File: config.mk
export PLATFORM = sky130hd
export DESIGN_NAME = alu_acc_flat
export DESIGN_NICKNAME = d
export VERILOG_FILES = /design/src/rtl/alu_pkg.sv /design/src/rtl/alu_acc_if.sv /design/src/rtl/alu_core.sv /design/src/rtl/alu_acc.sv /design/src/flat_wrapper.sv
export SDC_FILE = /design/constraint.sdc
export NUM_CORES = 1
export LEC_CHECK = 0
export ABC_CLOCK_PERIOD_IN_PS = 2400
export CAP_MARGIN = 20
export CORE_ASPECT_RATIO = 0.8
export CORE_MARGIN = 2
export CORE_UTILIZATION = 39
export CTS_BUF_LIST = sky130_fd_sc_hd__clkbuf_16
export CTS_CLUSTER_DIAMETER = 150
export DETAILED_ROUTE_END_ITERATION = 12
export GPL_ROUTABILITY_DRIVEN = 0
export PLACE_DENSITY = 0.65
export SKIP_CTS_REPAIR_TIMING = 1
export SKIP_LAST_GASP = 1
export SYNTH_ARGS = -nofsm -noshare
export SYNTH_HDL_FRONTEND = slang
export SYNTH_HIERARCHICAL = 1
export SYNTH_SLANG_ARGS = --single-unit
File: constraint.sdc
create_clock -name clk -period 2.4 [get_ports clk]
set_clock_uncertainty 0.2 [all_clocks]
set_input_delay 0.24 -clock clk [delete_from_list [all_inputs] [get_ports clk]]
set_output_delay 0.24 -clock clk [all_outputs]
set_load 0.02 [all_outputs]
File: src/rtl/alu_pkg.sv
// Shared encodings for the accumulator ALU stage: operation select and
// controller state. Imported by the core and the top-level controller.
package alu_pkg;

    typedef enum logic [1:0] {
        OP_ADD = 2'b00,
        OP_SUB = 2'b01,
        OP_AND = 2'b10,
        OP_OR  = 2'b11
    } op_e;

    typedef enum logic [1:0] {
        S_IDLE = 2'b00,
        S_EXEC = 2'b01,
        S_DONE = 2'b10
    } state_e;

endpackage

File: src/rtl/alu_acc_if.sv
// Request/result bundle of the accumulator ALU stage.
// Optional macro ALU_ACC_OVF_FLAG_EN adds the signed-overflow flag ovf.
interface alu_acc_if #(
    parameter int W = 4
);
    logic         start;
    logic         clr;
    logic [1:0]   op;
    logic [W-1:0] b;
    logic [W-1:0] acc;
    logic         busy;
    logic         done;
    logic         zero;
    logic         carry;
`ifdef ALU_ACC_OVF_FLAG_EN
    logic         ovf;
`endif

    modport master (
        output start, clr, op, b,
`ifdef ALU_ACC_OVF_FLAG_EN
        input  ovf,
`endif
        input  acc, busy, done, zero, carry
    );

    modport slave (
        input  start, clr, op, b,
`ifdef ALU_ACC_OVF_FLAG_EN
        output ovf,
`endif
        output acc, busy, done, zero, carry
    );
endinterface

File: src/rtl/alu_core.sv
// Combinational ALU: four operators on acc (a) and b with a 4:1 result select.
// Optional macro ALU_ACC_OVF_FLAG_EN adds the signed-overflow output ovf.
module alu_core
    import alu_pkg::*;
#(
    parameter int W = 4
) (
    input  logic [W-1:0] a,
    input  logic [W-1:0] b,
    input  op_e          op,
    output logic [W-1:0] res,
`ifdef ALU_ACC_OVF_FLAG_EN
    output logic         ovf,
`endif
    output logic         carry
);

    logic [W:0] sum_add;
    logic [W:0] sum_sub;

    // Subtraction is a + ~b + 1 so the top bit reads as "no borrow".
    assign sum_add = {1'b0, a} + {1'b0, b};
    assign sum_sub = {1'b0, a} + {1'b0, ~b} + {{W{1'b0}}, 1'b1};

    // Result select and flag generation per operation.
    always_comb begin
        res   = sum_add[W-1:0];
        carry = 1'b0;
`ifdef ALU_ACC_OVF_FLAG_EN
        ovf   = 1'b0;
`endif
        case (op)
            OP_ADD: begin
                res   = sum_add[W-1:0];
                carry = sum_add[W];
`ifdef ALU_ACC_OVF_FLAG_EN
                ovf   = (a[W-1] == b[W-1]) && (sum_add[W-1] != a[W-1]);
`endif
            end
            OP_SUB: begin
                res   = sum_sub[W-1:0];
                carry = sum_sub[W];
`ifdef ALU_ACC_OVF_FLAG_EN
                ovf   = (a[W-1] != b[W-1]) && (sum_sub[W-1] != a[W-1]);
`endif
            end
            OP_AND: res = a & b;
            OP_OR:  res = a | b;
            default: res = sum_add[W-1:0];
        endcase
    end

endmodule

File: src/rtl/alu_acc.sv
// Accumulator ALU stage: start/busy/done controller around alu_core.
// Optional macro ALU_ACC_OVF_FLAG_EN adds a registered signed-overflow flag.
//
//   state  | meaning
//   S_IDLE | waiting; clr clears acc, start captures op/b
//   S_EXEC | core evaluates captured op; acc/flags load on exit
//   S_DONE | done pulse, new result visible
module alu_acc
    import alu_pkg::*;
#(
    parameter int W = 4
) (
    input  logic      clk,
    input  logic      reset,
    alu_acc_if.slave  bus
);

    state_e       state_q;
    op_e          op_q;
    logic [W-1:0] b_q;
    logic [W-1:0] acc_q;
    logic         zero_q;
    logic         carry_q;
    logic         busy_q;
    logic         done_q;
    logic [W-1:0] res_d;
    logic         carry_d;
`ifdef ALU_ACC_OVF_FLAG_EN
    logic         ovf_q;
    logic         ovf_d;
`endif

    alu_core #(.W(W)) u_core (
        .a     (acc_q),
        .b     (b_q),
        .op    (op_q),
        .res   (res_d),
`ifdef ALU_ACC_OVF_FLAG_EN
        .ovf   (ovf_d),
`endif
        .carry (carry_d)
    );

    // Controller, operand capture and result/flag registers.
    always_ff @(posedge clk) begin
        if (reset) begin
            state_q <= S_IDLE;
            op_q    <= OP_ADD;
            b_q     <= '0;
            acc_q   <= '0;
            zero_q  <= 1'b0;
            carry_q <= 1'b0;
            busy_q  <= 1'b0;
            done_q  <= 1'b0;
`ifdef ALU_ACC_OVF_FLAG_EN
            ovf_q   <= 1'b0;
`endif
        end else begin
            case (state_q)
                S_IDLE: begin
                    done_q <= 1'b0;
                    busy_q <= 1'b0;
                    if (bus.clr) begin
                        acc_q   <= '0;
                        zero_q  <= 1'b1;
                        carry_q <= 1'b0;
`ifdef ALU_ACC_OVF_FLAG_EN
                        ovf_q   <= 1'b0;
`endif
                    end else if (bus.start) begin
                        op_q    <= op_e'(bus.op);
                        b_q     <= bus.b;
                        busy_q  <= 1'b1;
                        state_q <= S_EXEC;
                    end
                end
                S_EXEC: begin
                    acc_q   <= res_d;
                    zero_q  <= (res_d == '0);
                    carry_q <= carry_d;
`ifdef ALU_ACC_OVF_FLAG_EN
                    ovf_q   <= ovf_d;
`endif
                    done_q  <= 1'b1;
                    state_q <= S_DONE;
                end
                S_DONE: begin
                    busy_q  <= 1'b0;
                    done_q  <= 1'b0;
                    state_q <= S_IDLE;
                end
                default: begin
                    busy_q  <= 1'b0;
                    done_q  <= 1'b0;
                    state_q <= S_IDLE;
                end
            endcase
        end
    end

    assign bus.acc   = acc_q;
    assign bus.zero  = zero_q;
    assign bus.carry = carry_q;
    assign bus.busy  = busy_q;
    assign bus.done  = done_q;
`ifdef ALU_ACC_OVF_FLAG_EN
    assign bus.ovf   = ovf_q;
`endif

endmodule

File: src/flat_wrapper.sv
// flat-port wrapper written by rule: the top's interface ports become plain ports
module alu_acc_flat import alu_pkg::*;
#(
    parameter int W = 4
)
  (clk, reset, bus_start, bus_clr, bus_op, bus_b, bus_acc, bus_busy, bus_done, bus_zero, bus_carry);
  alu_acc_if #(.W(W)) bus_i ();
  input  logic clk;
  input  logic reset;
  input wire logic [$bits(bus_i.start)-1:0] bus_start;
  input wire logic [$bits(bus_i.clr)-1:0] bus_clr;
  input wire logic [$bits(bus_i.op)-1:0] bus_op;
  input wire logic [$bits(bus_i.b)-1:0] bus_b;
  output wire logic [$bits(bus_i.acc)-1:0] bus_acc;
  output wire logic [$bits(bus_i.busy)-1:0] bus_busy;
  output wire logic [$bits(bus_i.done)-1:0] bus_done;
  output wire logic [$bits(bus_i.zero)-1:0] bus_zero;
  output wire logic [$bits(bus_i.carry)-1:0] bus_carry;
  assign bus_i.start = bus_start;
  assign bus_i.clr = bus_clr;
  assign bus_i.op = bus_op;
  assign bus_i.b = bus_b;
  assign bus_acc = bus_i.acc;
  assign bus_busy = bus_i.busy;
  assign bus_done = bus_i.done;
  assign bus_zero = bus_i.zero;
  assign bus_carry = bus_i.carry;
  alu_acc #(.W(W)) u_core (.clk(clk), .reset(reset), .bus(bus_i));
endmodule
# Yosys cells after proc, flatten, opt, wreduce, memory -nomap -nowiden
# Index checks and enable logic that the tools add are counted.
dict set report word_totals {
  out_inout_bits 8
  regBits 16
  in_bits 10
}
dict set report op_classes {
  bitwise_logic 4
  eq_ne 7
  mux 15
  add_sub_neg 3
  reduce_logical 7
}
# op n
set op_table {}
lappend op_table {{case mux 4 bit (4 select lines)} 1}
lappend op_table {{adder 4 x 4 -> 5 bit} 2}
lappend op_table {{case mux 1 bit (2 select lines)} 4}
lappend op_table {{case mux 4 bit (2 select lines)} 1}
lappend op_table {{!= test 2 bit, second input constant} 3}
lappend op_table {{adder 5 x 1 -> 5 bit, second input constant} 1}
lappend op_table {{2-to-1 mux 1 bit} 5}
lappend op_table {{bitwise AND 4 bit} 1}
lappend op_table {{equality test 2 x 1 -> 1 bit, second input constant} 2}
lappend op_table {{equality test 2 bit, second input constant} 2}
lappend op_table {{logical NOT 2 bit} 2}
lappend op_table {{logical NOT 4 bit} 1}
lappend op_table {{2-to-1 mux 2 bit} 2}
lappend op_table {{2-to-1 mux 4 bit} 1}
lappend op_table {{NOT 4 bit} 1}
lappend op_table {{bitwise OR 4 bit} 1}
lappend op_table {{case mux 2 bit (2 select lines)} 1}
lappend op_table {{AND reduction 2 bit} 2}
lappend op_table {{AND reduction 3 bit} 1}
lappend op_table {{nonzero test 2 bit} 1}
lappend op_table {{NOT 1 bit} 1}

# Depth between registers and ports, before layout
dict set report logic_depth {
  depth_word 6
  depth_mapped 9
  depth_no_buf 9
}

# Hierarchy
# The synthesis kept the hierarchy.
# mod cells_per_inst instances area_each_um2
set by_module_without_submodules {}
lappend by_module_without_submodules {alu_acc 64 1 654.4}
lappend by_module_without_submodules {alu_core 62 1 460.4}

# Worst setup path before layout
# OpenSTA, ideal clock, no wires.
dict set report synth_timing {
  kind {register to register}
  from {reg u_core.acc_q[0] (netlist: u_core/bus.acc[0])}
  to {reg u_core.zero_q (netlist: u_core/bus.zero)}
  synth_period_minus_slack_ps 2212
  stages_incl_launch_ff 9
  setup_slack_ps 188
  setup_time_ps 58
  arrival_time_ps 1954
  path_buffers 0
  path_cell_list {dfxtp_1 -> ha_1 -> inv_1 -> fa_1 -> nor2_1 -> a211oi_1 -> a21oi_1 -> nor4_1 -> o221a_2}
}
dict set report synth_via {
  elab_chain_cells 5
}
# item line
set synth_lines {}
lappend synth_lines {{start, declared} alu_acc.sv:21} ;# logic [W-1:0] acc_q;
lappend synth_lines {{start signal, assigned} alu_acc.sv:78} ;# acc_q <= res_d;
lappend synth_lines {{adder 4 x 4 -> 5 bit} alu_core.sv:23} ;# assign sum_sub = {1'b0, a} + {1'b0, ~b} + {{W{1'b0}}, 1'b1};
lappend synth_lines {{adder 5 x 1 -> 5 bit} alu_core.sv:23}
lappend synth_lines {{case mux 4 bit (4 select lines) *} alu_core.sv:32} ;# case (op)
lappend synth_lines {{via u_core.res_d[1]} alu_acc.sv:26} ;# logic [W-1:0] res_d;
lappend synth_lines {{logical NOT 4 bit *} alu_acc.sv:79} ;# zero_q <= (res_d == '0);
lappend synth_lines {{case mux 1 bit (2 select lines) *} alu_acc.sv:59} ;# case (state_q)
lappend synth_lines {{end signal, assigned} alu_acc.sv:79}
lappend synth_lines {{end, declared} alu_acc.sv:22} ;# logic zero_q;
# The timed path passes the listed nets; every way through them passes the cells marked *.
# A chain may end at the register's enable or synchronous reset.

# Worst setup path after layout
# Same ends and word-level chain as after synthesis.

==> impl_metrics.yaml <==
sta:
  fin_setup_tns_ns: 0
  period_needed_ns: 2.27
  drv_slew: 0
  worst_slack_ns: 0.132
  timing.fmax_ghz: 0.441
  slew_headroom_pct: 63.7
  hold_violations: 0
  grt_setup_unrepaired: "false"
  setup_viol: 0
  worst_pin_slew_ns: 0.544
  finalCritPeriodShare_pct: 94.5
min_path:
  hold_end: "u_core/bus.carry"
  hold_path.class: "reg -> reg"
  min_path_cells: 2
  min-delay-start: "u_core/bus.carry"
route:
  avgRoutedWirePerCell_um: 12.7
  vias: 916
  drc_errors: 0
  first_pass_iters: 5
  routed_via_density: 5.01
  final_antenna_net_count: 0
  finalWirelength_um: 2330
  drt_iter0_markers: 42
global_route:
  grt_pass1_wl_um: 3970
  grt.busiest_layer: "met2"
  grt_max_degree: 17
  use_met3_pct: 5.41
  grtUsageMet2_pct: 26.0
  grt.overflow.total: 0
  use_met1_pct: 19.5
  track_usage_pct: 15.7
  antenna_found_initial: 0
  grt_pass1_vias: 891
synthesis:
  netlist_instances: 126
  yosysSeqAreaShare_pct: 28.7
  synthArstFlopShare_pct: 0
  syn-cell-area_um2: 1110
  yosys-top-cells-area: "dfxtp_1, ha_1, nand2b_1"
  yosysTopAreaCell: "dfxtp_1"
  yosysWarnings: 6
  yosysMostFrequentCell: "nand2b_1"
  synth-seq-cells: 16
  synth-main-ff-cell: "dfxtp_1"
  synthTopCellsByCount: "nand2b_1, inv_1, dfxtp_1, ha_1, mux2i_1"
  syn-num-nets: 150
  synth_top_area_share_pct: 28.7
  yosysUniqueCellTypes: 33
  synth_edf_count: 0
  avgSynthCellArea_um2: 8.85
layout:
  ff_latch_area_um2: 323
  finish.utilization_pct: 51.7
  nets: 170
  fin_area_um2: 1420
  num-fill-cells: 272
  drive_above_1_share_pct: 11.7
  n_antenna_cell: 0
  synthToLayoutAreaGrowth_pct: 27.2
  multi_input_area_um2: 704
setup_path:
  critPathRequiredTime_ns: 2.39
  critPathLaunchType: "flip-flop"
  worst-endpoint-arrival_ns: 2.26
  crit_chain: "ha_1 > inv_1 > fa_1 > nor2_1 > a211oi_1 > a21oi_1 > nor4_1 > o221a_2"
  r2r_start: "u_core/bus.acc[0]"
  timing.rr.end: "u_core/bus.zero"
  reg2reg_slack_ns: 0.13
  reg2reg_depth: 8
  crit_path_max_incr_delay_ns: 0.47
  worstPathMaxFanout: 4
  end_kind: "flip-flop"
  crit_type: "reg -> reg"
  slowest_stage: "fa_1"
placement:
  post-place-ws_ns: 0.0874
  post-dp-hpwl_um: 1750
  post_dp_cell_area_um2: 1330
  port-buffer-count: 17
cts:
  insertion_delay_ns: 0.25
  cts-root-buf: "clkbuf_16"
  cts_tree: "yes"
  clk_pin_slew_worst_paths_ns: 0.05
  cts.path.max_buffers: 2
  h-tree-depth: 1
  cts.sinks: 16
  numCtsBuffers: 3
floorplanning:
  num_io_pins: 18
  start_util_pct: 40.6
  die_h_um: 51.8
  rows: 17
  dieArea_um2: 3300
  die_w_um: 63.8
  core_um2: 2740
job:
  drv_cap: 0
power_and_ir_drop:
  pwr_density_cell_nw_per_um2: 519
  power.leakage_nw: 0.523
  finalPower_w: 0.000736
  peakVddDrop_mv: 0.476
outcome:
  status: "finished, final reports clean"
==> placed cells by master, fill, tap and decap left out, types with 6 or more instances in the layout <==
cell type and instances:
clkdlybuf4s50_1 17, dfxtp_1 14, ha_1 11, inv_1 17
mux2i_1 7, nand2b_1 20, nor2_1 6, o32ai_1 6
==> how the worst max path moves through the flow <==
| stage | from | to | slack (ns) | cells past startpoint |
|---|---|---|---|---|
| 2_1_floorplan | u_core/bus.acc[0] | u_core/bus.zero | 0.19 | 8 |
| 3_3_place_gp | u_core/b_q[0] | u_core/bus.zero | 0.11 | 8 |
| 3_5_place_dp | u_core/b_q[0] | u_core/bus.zero | 0.09 | 8 |
| 4_1_cts | u_core/b_q[0] | u_core/bus.zero | 0.08 | 8 |
| 5_1_grt | u_core/bus.acc[0] | u_core/bus.zero | 0.005 | 8 |
| 6_report | u_core/bus.acc[0] | u_core/bus.zero | 0.13 | 8 |
==> critical path, delay by kind of cell (launching register included) <==
family	cells	cell delay, ns
buffers and inverters	1	0.06
AOI/OAI and AO/OA	3	0.54
adders and majority gates	2	0.69
and+or+nand+nor	2	0.35
DFF	1	0.37
==> logic make-up (layout without fill, tap and decap cells) <==
family	after synthesis	in the layout	share of synthesized area [%]
adder cells (fa/ha/maj)	14	14	17.1
XOR/XNOR	1	1	0.786
flip-flops	16	16	28.7
AO/OA/AOI/OAI	27	27	18.2
multiplexers	8	8	7.30
buffers and inverters	23	42	8.53
AND/OR/NAND/NOR	37	37	19.4
==> report_power, final <==
part,switching [W],leakage [nW],internal (W)
sequential,0.0000139,0.131,0.000277
combinational,0.0000558,0.353,0.0000645
clock,0.000104,0.0385,0.000221
==> registers in the layout (all words and copies together), names as in the netlist <==
signal,count
u_core/b_q,4
u_core/bus.acc,4
u_core/bus.busy,1
u_core/bus.carry,1
u_core/bus.done,1
u_core/bus.zero,1
u_core/op_q,2
u_core/state_q,2
==> layout make-up <==
type / count / share of cell area, %
Clock buffer: 3 / 5.30
Clock inverter: 1 / 0.265
Inverter: 17 / 4.50
Multi-Input combinational cell: 87 / 49.7
Sequential cell: 16 / 22.8
Tap cell: 38 / 3.35
Timing Repair Buffer: 21 / 14.1
==> through the flow <==
stage / hold slack [ns] / cells
after floorplan: 0.195 / 126
after global placement: 0.277 / 179
after detailed placement: 0.297 / 179
after CTS: 0.308 / 183
after global routing: 0.331 / 183
final: 0.298 / 183
==> per-layer routing <==
metal,routed length [µm],up-vias
li1,-,465
met1,1120,425
met2,1070,24
met3,132,2
met4,9,0
met5,0,-
Power figures use the tool's default switching activity.
==> edit, RTL diff (config.mk and constraints unchanged) <==
`W` is set to 4 in 4 places; all go to 5.
--- a/src/rtl/alu_acc_if.sv
+++ b/src/rtl/alu_acc_if.sv
@@ -1,7 +1,7 @@
 // Request/result bundle of the accumulator ALU stage.
 // Optional macro ALU_ACC_OVF_FLAG_EN adds the signed-overflow flag ovf.
 interface alu_acc_if #(
-    parameter int W = 4
+    parameter int W = 5
 );
     logic         start;
     logic         clr;
--- a/src/rtl/alu_core.sv
+++ b/src/rtl/alu_core.sv
@@ -3,7 +3,7 @@
 module alu_core
     import alu_pkg::*;
 #(
-    parameter int W = 4
+    parameter int W = 5
 ) (
     input  logic [W-1:0] a,
     input  logic [W-1:0] b,
--- a/src/rtl/alu_acc.sv
+++ b/src/rtl/alu_acc.sv
@@ -8,7 +8,7 @@
 module alu_acc
     import alu_pkg::*;
 #(
-    parameter int W = 4
+    parameter int W = 5
 ) (
     input  logic      clk,
     input  logic      reset,
--- a/src/flat_wrapper.sv
+++ b/src/flat_wrapper.sv
@@ -1,7 +1,7 @@
 // flat-port wrapper written by rule: the top's interface ports become plain ports
 module alu_acc_flat import alu_pkg::*;
 #(
-    parameter int W = 4
+    parameter int W = 5
 )
   (clk, reset, bus_start, bus_clr, bus_op, bus_b, bus_acc, bus_busy, bus_done, bus_zero, bus_carry);
   alu_acc_if #(.W(W)) bus_i ();
Interface: changed (resized bus_acc and bus_b); port bits go from 18 to 20. The function was not compared with the original's and may differ.
==> edit against the original RTL <==
Total power increased by 7.0%. First-iteration DRC count decreased by 33%. Worst setup slack got worse by 43 ps. Wire length increased by 21%. Sequential power increased by 11%. Area after synthesis increased by 9.2%. Hold slack got worse by 1.9 ps. Sequential cell count increased by 2. Final area increased by 12%. Largest power group unchanged.
==> edit: results (changes against the original RTL) <==
drive_gt1_share_pct: 16.1  # +4.3 points
worst_pin_slew_ps: 660  # +116 ps
place_area_sq_mm: 0.00146  # +9.6%
antenna_cells: 0  # unchanged
io_buffers: 19  # +2
hold_class: "reg2reg"
synth_common_cells: "22 x nand2_1, 18 x dfxtp_1, 15 x ha_1"
synth-async-reset-ratio_pct: 0  # unchanged
cts-root-buf: "clkbuf_16"
hpwl_um: 2070  # +19%
drt_wl_total_um: 2830  # +21%
synth_top_cells_by_area: "dfxtp_1 30%, ha_1 15%, nand2_1 6.8%"
grt_max_degree: 19  # +2
first_iter_violations: 28  # -33%
grt_pass1_wl_um: 4700  # +18%
arrival_ps: 2270
ys_warn_count: 6  # unchanged
p_leak_uw: 0.000615  # +18%
insertion_delay_ps: 250  # about the same
dr.pass1.iters: 4  # -1
yosysUniqueCellTypes: 35  # +6.1%
outcome: "finished, final reports clean"
h-tree-depth: 1  # unchanged
grt_usage_pct: 17.3  # +1.6 points
critPathSlowestCell: "dfxtp_1"
placedCellCount: 203  # +13%
syn_nets: 174  # +16%
vias: 1068  # +17%
maxCapViolCount: 0  # unchanged
vdd_ir_drop_max_mv: 0.441  # -7.3%
cts_made_buffers: 3  # unchanged
grt_antenna_before_repair: 0  # unchanged
pre_cts_slack_ps: 26.2  # -61.1 ps
crit_path_max_fanout: 4  # unchanged
synth_seq_area_share_pct: 29.6  # +0.87 points
clk_pin_slew_ps: 50  # about the same
via_per_inst: 5.13  # +2.6%
cpPeakStageDelay_ps: 380  # -90 ps
cts_buffer_depth: 2  # unchanged
first_global_vias: 1010  # +13%
postSynthCellCount: 146  # +16%
## edit: logic make-up after synthesis
family / count (synthesis) / share of synthesized area, %
buf+inv: 21 / 6.99
compound gates: 33 / 18.4
flops: 18 / 29.6
xor+xnor: 1 / 0.720
fa+ha+maj: 17 / 18.7
simple gates: 50 / 19.5
mux: 6 / 6.06
## edit: layout make-up
class                   instances  area [sq um]
fillers                       298          1460
inverters                      15          56.3
clock buffers                   3          75.1
well taps                      40          50.0
multi-input cells             107           808
clock inverters                 1          3.75
flip-flops and latches         18           363
repair buffers                 24           228
## edit: metal layers
layer | up-vias | global-route usage [%] | share of wire (%)
met1 | 500 | 23.7 | 49
li1 | 536 | - | -
met2 | 24 | 27.2 | 45
met3 | 8 | 2.51 | 3.6
met4 | 0 | 7.82 | 2.4
met5 | - | 0 | 0
## edit: power breakdown
| group | internal, uW | total [uW] | switching (uW) | leakage (uW) |
|---|---|---|---|---|
| Clock | 221 | 330 | 109 | 0.0000385 |
| Sequential | 310 | 324 | 14.0 | 0.000148 |
| Combinational | 63.1 | 134 | 70.5 | 0.000429 |
## edit: critical path, delay by kind of cell (launching register included)
family / cells / cell delay, ps
flops: 1 / 380
compound gates: 3 / 520
mux: 1 / 240
buf+inv: 2 / 180
fa+ha+maj: 1 / 380
simple gates: 2 / 320
## edit: final timing paths
path,startpoint,endpoint,slack [ps],cells after the start
worst max-delay path,u_core/b_q[2]$_SDFFE_PP0P_,u_core/bus.zero$_SDFFE_PP0P_,90,9
worst min-delay path,u_core/b_q[4]$_SDFFE_PP0P_,u_core/b_q[4]$_SDFFE_PP0P_,300,2
worst max register to register,u_core/b_q[2]$_SDFFE_PP0P_,u_core/bus.zero$_SDFFE_PP0P_,90,9
worst min register to register,u_core/b_q[4]$_SDFFE_PP0P_,u_core/b_q[4]$_SDFFE_PP0P_,300,2
